==> src/rtl/sync_pixel_fifo_if.sv <==
// Write/read handshake and status bundle for sync_pixel_fifo.
// The master side drives the requests and the slave (FIFO) side returns data and flags.
interface sync_pixel_fifo_if #(
    parameter int DATA_WIDTH = 12,
    parameter int ADDR_WIDTH = 4
);
    logic                  clear;
    logic                  wren;
    logic [DATA_WIDTH-1:0] DataIn;
    logic                  rden;
    logic [DATA_WIDTH-1:0] DataOut;
    logic                  DataValid;
    logic                  full;
    logic                  empty;
    logic                  almost_full;
    logic                  almost_empty;
    logic [ADDR_WIDTH:0]   level;
    logic                  overflow;
    logic                  underflow;

    modport master (
        output clear, wren, DataIn, rden,
        input  DataOut, DataValid, full, empty, almost_full, almost_empty,
               level, overflow, underflow
    );

    modport slave (
        input  clear, wren, DataIn, rden,
        output DataOut, DataValid, full, empty, almost_full, almost_empty,
               level, overflow, underflow
    );
endinterface

==> src/rtl/sync_pixel_fifo.sv <==
// Single-clock RGB444 pixel FIFO. Every entry is usable, and the depth is a power of two.
// The read path is either registered (1-cycle latency) or first-word-fall-through.
module sync_pixel_fifo #(
    parameter int DATA_WIDTH = 12,
    parameter int ADDR_WIDTH = 4,
    parameter int AF_THRESH  = 12,
    parameter int AE_THRESH  = 2,
    parameter bit FWFT       = 1'b0
) (
    input logic              clk,
    input logic              rst,
    sync_pixel_fifo_if.slave fifo
);
    localparam int DEPTH = 2**ADDR_WIDTH;
    localparam int PW    = ADDR_WIDTH + 1;

    logic [DATA_WIDTH-1:0] mem [DEPTH];
    logic [PW-1:0]         wrptr, rdptr, lvl;
    logic                  full_w, empty_w, run, wr_ok, rd_ok;
    logic                  ovf_q, udf_q;

    // The extra wrap bit on each pointer tells a full FIFO apart from an empty one.
    assign lvl     = wrptr - rdptr;
    assign empty_w = (wrptr == rdptr);
    assign full_w  = (wrptr[ADDR_WIDTH] != rdptr[ADDR_WIDTH]) &&
                     (wrptr[ADDR_WIDTH-1:0] == rdptr[ADDR_WIDTH-1:0]);
    assign run     = !rst && !fifo.clear;
    assign wr_ok   = run && fifo.wren && !full_w;
    assign rd_ok   = run && fifo.rden && !empty_w;

    always_ff @(posedge clk) begin
        if (rst || fifo.clear) begin
            wrptr <= '0;
            rdptr <= '0;
            ovf_q <= 1'b0;
            udf_q <= 1'b0;
        end else begin
            if (wr_ok) wrptr <= wrptr + PW'(1);
            if (rd_ok) rdptr <= rdptr + PW'(1);
            if (fifo.wren && full_w)  ovf_q <= 1'b1;
            if (fifo.rden && empty_w) udf_q <= 1'b1;
        end
    end

    always_ff @(posedge clk) begin
        if (wr_ok) mem[wrptr[ADDR_WIDTH-1:0]] <= fifo.DataIn;
    end

    if (FWFT) begin : g_fwft
        assign fifo.DataOut   = mem[rdptr[ADDR_WIDTH-1:0]];
        assign fifo.DataValid = !empty_w;
    end else begin : g_std
        logic [DATA_WIDTH-1:0] dout_q;
        logic                  dv_q;
        // DataOut survives a flush and is only zeroed by reset.
        always_ff @(posedge clk) begin
            if (rst) begin
                dout_q <= '0;
                dv_q   <= 1'b0;
            end else if (fifo.clear) begin
                dv_q   <= 1'b0;
            end else begin
                dv_q <= rd_ok;
                if (rd_ok) dout_q <= mem[rdptr[ADDR_WIDTH-1:0]];
            end
        end
        assign fifo.DataOut   = dout_q;
        assign fifo.DataValid = dv_q;
    end

    assign fifo.level        = lvl;
    assign fifo.full         = full_w;
    assign fifo.empty        = empty_w;
    assign fifo.almost_full  = (lvl >= PW'(AF_THRESH));
    assign fifo.almost_empty = (lvl <= PW'(AE_THRESH));
    assign fifo.overflow     = ovf_q;
    assign fifo.underflow    = udf_q;
endmodule

==> src/flat_wrapper.sv <==
// flat-port wrapper written by rule: the top's interface ports become plain ports
module sync_pixel_fifo_flat 
#(
    parameter int DATA_WIDTH = 12,
    parameter int ADDR_WIDTH = 4,
    parameter int AF_THRESH  = 12,
    parameter int AE_THRESH  = 2,
    parameter bit FWFT       = 1'b0
)
  (clk, rst, fifo_clear, fifo_wren, fifo_DataIn, fifo_rden, fifo_DataOut, fifo_DataValid, fifo_full, fifo_empty, fifo_almost_full, fifo_almost_empty, fifo_level, fifo_overflow, fifo_underflow);
  sync_pixel_fifo_if #(.DATA_WIDTH(DATA_WIDTH), .ADDR_WIDTH(ADDR_WIDTH)) fifo_i ();
  input logic clk;
  input logic rst;
  input wire logic [$bits(fifo_i.clear)-1:0] fifo_clear;
  input wire logic [$bits(fifo_i.wren)-1:0] fifo_wren;
  input wire logic [$bits(fifo_i.DataIn)-1:0] fifo_DataIn;
  input wire logic [$bits(fifo_i.rden)-1:0] fifo_rden;
  output wire logic [$bits(fifo_i.DataOut)-1:0] fifo_DataOut;
  output wire logic [$bits(fifo_i.DataValid)-1:0] fifo_DataValid;
  output wire logic [$bits(fifo_i.full)-1:0] fifo_full;
  output wire logic [$bits(fifo_i.empty)-1:0] fifo_empty;
  output wire logic [$bits(fifo_i.almost_full)-1:0] fifo_almost_full;
  output wire logic [$bits(fifo_i.almost_empty)-1:0] fifo_almost_empty;
  output wire logic [$bits(fifo_i.level)-1:0] fifo_level;
  output wire logic [$bits(fifo_i.overflow)-1:0] fifo_overflow;
  output wire logic [$bits(fifo_i.underflow)-1:0] fifo_underflow;
  assign fifo_i.clear = fifo_clear;
  assign fifo_i.wren = fifo_wren;
  assign fifo_i.DataIn = fifo_DataIn;
  assign fifo_i.rden = fifo_rden;
  assign fifo_DataOut = fifo_i.DataOut;
  assign fifo_DataValid = fifo_i.DataValid;
  assign fifo_full = fifo_i.full;
  assign fifo_empty = fifo_i.empty;
  assign fifo_almost_full = fifo_i.almost_full;
  assign fifo_almost_empty = fifo_i.almost_empty;
  assign fifo_level = fifo_i.level;
  assign fifo_overflow = fifo_i.overflow;
  assign fifo_underflow = fifo_i.underflow;
  sync_pixel_fifo #(.DATA_WIDTH(DATA_WIDTH), .ADDR_WIDTH(ADDR_WIDTH), .AF_THRESH(AF_THRESH), .AE_THRESH(AE_THRESH), .FWFT(FWFT)) u_core (.clk(clk), .rst(rst), .fifo(fifo_i));
endmodule
==> config.mk <==
export PLATFORM = sky130hd
export DESIGN_NAME = sync_pixel_fifo_flat
export DESIGN_NICKNAME = d
export VERILOG_FILES = /design/src/rtl/sync_pixel_fifo_if.sv /design/src/rtl/sync_pixel_fifo.sv /design/src/flat_wrapper.sv
export SDC_FILE = /design/constraint.sdc
export NUM_CORES = 1
export LEC_CHECK = 0
export ABC_CLOCK_PERIOD_IN_PS = 4100
export CAP_MARGIN = 20
export CORE_MARGIN = 2
export CORE_UTILIZATION = 40
export DETAILED_ROUTE_END_ITERATION = 10
export GPL_TIMING_DRIVEN = 0
export HOLD_SLACK_MARGIN = 0.12
export PLACE_DENSITY = 0.56
export SETUP_SLACK_MARGIN = 0.3
export SLEW_MARGIN = 20
export SYNTH_ARGS = -nofsm -noshare
export SYNTH_HDL_FRONTEND = slang
export SYNTH_SLANG_ARGS = --single-unit
==> constraint.sdc <==
create_clock -name clk -period 4.1 [get_ports clk]
set_clock_uncertainty 0.15 [all_clocks]
set_input_delay 0.615 -clock clk [delete_from_list [all_inputs] [get_ports clk]]
set_output_delay 0.615 -clock clk [all_outputs]
set_load 0.1 [all_outputs]
==> results.sh <==
export IMPL_hold_viol=0
export IMPL_first_pass_iters=4
export IMPL_grt_pass1_vias=4485
export IMPL_synth_edf_count=192
export IMPL_area_growth_pct=21.9
export IMPL_die_area_um2=22900
export IMPL_maxCapViolCount=0
export IMPL_cts_max_path_buffers=3
export IMPL_synthArstFlopShare=0
export IMPL_yosys_area_top_type="edfxtp_1"
export IMPL_synth_most_common_cell="edfxtp_1"
export IMPL_dp_cells=767
export IMPL_synth_area_per_cell_um2=19.9
export IMPL_ys_ff_latch=217
export IMPL_critical_path_required_ns=3.34
export IMPL_drt_wl_total_mm=19.7
export IMPL_cp_max_fo=10
export IMPL_place_hpwl_mm=13.5
export IMPL_slew_headroom=0.339
export IMPL_via_per_inst=5.43
export IMPL_drt_iter0_drc=363
export IMPL_synth_top_area_frac=0.664
export IMPL_path_clk_slew_ns=0.06
export IMPL_gp_congestion=0.727
export IMPL_status="finished, final reports clean"
export IMPL_grt_max_degree=17
export IMPL_wire_per_inst_um=24.2
export IMPL_overflow=0
export IMPL_yosys_warnings=0
export IMPL_cts_sinks=217
export IMPL_clock_root_buffer="clkbuf_16"
export IMPL_worst_skew_pair_late_latency_ns=0.51
export IMPL_synth_common_cells="edfxtp_1 (192), mux4_2 (35), nor2_1 (26), dfxtp_1 (25), mux2i_1 (24)"
export IMPL_final_nets=545
export IMPL_power_leakage_nw=3.46
export IMPL_rsz0062_at_grt="true"
export IMPL_synth_cells=436
export IMPL_path_class="flip-flop to output port"
export IMPL_fin_crit_ns=3.74
export IMPL_via_count=4403
export IMPL_finalMaxSlewViolations=0
export IMPL_setup_slack_ns=0.362
export IMPL_ys_seq_area_frac=0.722
export IMPL_cts_buffers=24
export IMPL_antenna_cells=0
export IMPL_grt_pass1_wl_mm=28.9
export IMPL_instances_no_fill=811
export IMPL_drtAntennaViolNets=0
export IMPL_cts_tree="built"
export IMPL_die_y_um=151
export IMPL_coreArea_um2=21200
export IMPL_cts_max_level=1
export IMPL_finalCritPeriodShare=0.912
export IMPL_start_kind="flip-flop"
export IMPL_drive_gt1_frac=0.278
export IMPL_finalSetupViolations=0
export IMPL_synth_flop_cell="edfxtp_1"
export IMPL_place_area_um2=9790
export IMPL_hold_class="flip-flop to flip-flop"
export IMPL_tightest_slew_ns=0.989
export IMPL_yosysUniqueCellTypes=37
export IMPL_drcViolationCount=0
export IMPL_die_w_um=151
export IMPL_mappedNetlistArea_um2=8680
export IMPL_ys_top_cells_by_area="edfxtp_1 (66%), mux4_2 (9.1%), dfxtp_1 (5.8%)"
export IMPL_ff2ff_setup_slack_ns=0.57
export IMPL_cp_arrival_ns=2.97
export IMPL_portBuffers=40
export IMPL_vdd_drop_max_mv=0.284
export IMPL_endpoint_kind="output port"
export IMPL_antenna_found_initial=0
export IMPL_start_util=0.411
export IMPL_powerDensity_nw_per_um2=447
export IMPL_cts_setup_buffers=0
export IMPL_fmax_ghz=0.268
export IMPL_row_count=53
export IMPL_synth_fp_nets=463
export IMPL_fillers=1696
export IMPL_grt_usage=0.178
export IMPL_ios=41
export IMPL_hold_slack_ns=0.338
export IMPL_fin_area_um2=10600
export IMPL_post_place_ws_ns=-0.100
[what timing repair did]
item	CTS	global route
gates resized for setup	28	12
setup endpoints to repair	7	27
hold buffers	0	0
[worst max-delay path, stage by stage, from the launching register on]
cell,delay (ns)
dfxtp_2,0.37
buf_6,0.17
buf_8,0.18
clkinv_4,0.18
ha_1,0.39
a21o_1,0.22
a21oi_4,0.19
xnor2_4,0.11
a2111oi_4,0.35
buf_6,0.27
[final cells by class]
type                    instances  area [µm²]  share of cell area
plain buffers                  21         169              0.0160
clock buffers                  32         652              0.0616
clock inverters                12         135              0.0128
inverters                      12        55.1             0.00520
multi-input cells             186        2380               0.225
flip-flops and latches        217        6270               0.592
well taps                     275         344              0.0325
repair buffers                 56         581              0.0548
[cell families (layout without fill, tap and decap cells)]
kind of cell / count (synthesis) / count (layout) / synth area share
AOI/OAI and AO/OA: 25 / 25 / 0.0290
xor gates and xnor gates: 12 / 12 / 0.0130
adders and majority gates: 10 / 10 / 0.0153
buffers and inverters: 33 / 133 / 0.0232
DFF: 217 / 217 / 0.722
muxes: 72 / 72 / 0.158
and+or+nand+nor: 67 / 67 / 0.0403
[power breakdown]
part,switching (mW),total [mW],internal (mW)
Sequential,0.00539,2.42,2.41
Combinational,0.124,0.180,0.0562
Clock,0.828,2.13,1.30
[routing by layer]
metal / share of wire / wire length, µm / track usage
met1: 0.46 / 9030 / 0.259
met2: 0.47 / 9190 / 0.275
met3: 0.047 / 922 / 0.0277
met4: 0.026 / 510 / 0.0589
met5: 0 / 0 / 0
[registers in the layout, summed over array words and instances (netlist names)]
name                   count
u_core.fifo.underflow      1
u_core.mem               192
u_core.wrptr               5
u_core.fifo.DataOut       12
u_core.fifo.DataValid      1
u_core.fifo.overflow       1
u_core.rdptr               5
[layout by cell type, fill, tap and decap left out, types with 2 or more instances in the layout]
cell type	synthesis	layout
edfxtp_1	192	192
mux4_2	35	35
clkdlybuf4s50_1	0	32
clkbuf_16	0	25
mux2i_1	24	24
dfxtp_1	25	24
buf_6	8	15
nor2_1	26	14
mux4_1	13	13
nor2_2	0	12
nand3b_1	12	12
clkbuf_1	4	11
inv_1	10	10
nand2_1	10	10
o221ai_2	10	10
buf_8	0	8
ha_1	9	8
buf_4	1	7
buf_2	6	6
nand4_1	5	5
a21oi_1	7	5
xor2_1	4	4
xnor2_1	7	4
clkinv_1	0	4
a21o_1	3	3
a21oi_4	1	3
nor3_4	0	3
clkinv_2	1	3
bufinv_16	0	3
xnor2_2	1	2
xnor2_4	0	2
nand3_1	2	2
nand2b_1	2	2
nand2_4	2	2
buf_1	2	2
clkinvlp_4	0	2
clkdlybuf4s15_2	0	2
[worst paths after layout]
path                                           start                   end  cells past startpoint
worst max-delay path                 u_core.rdptr[1]     fifo_almost_empty                      9
worst min-delay path            u_core.fifo.overflow  u_core.fifo.overflow                      2
worst max register to register       u_core.rdptr[2]      u_core.mem[1][0]                     11
worst min register to register  u_core.fifo.overflow  u_core.fifo.overflow                      2
[metrics by stage]
step	total power, mW	utilization	TNS (ns)
after floorplan	2.57	-	0
after global placement	2.64	0.451	-31.83
after detailed placement	2.65	0.463	-0.100
after CTS	4.77	0.500	0
after global routing	4.86	0.501	0
final	4.73	0.501	0
Note: power is estimated with default switching activity, not from simulation.
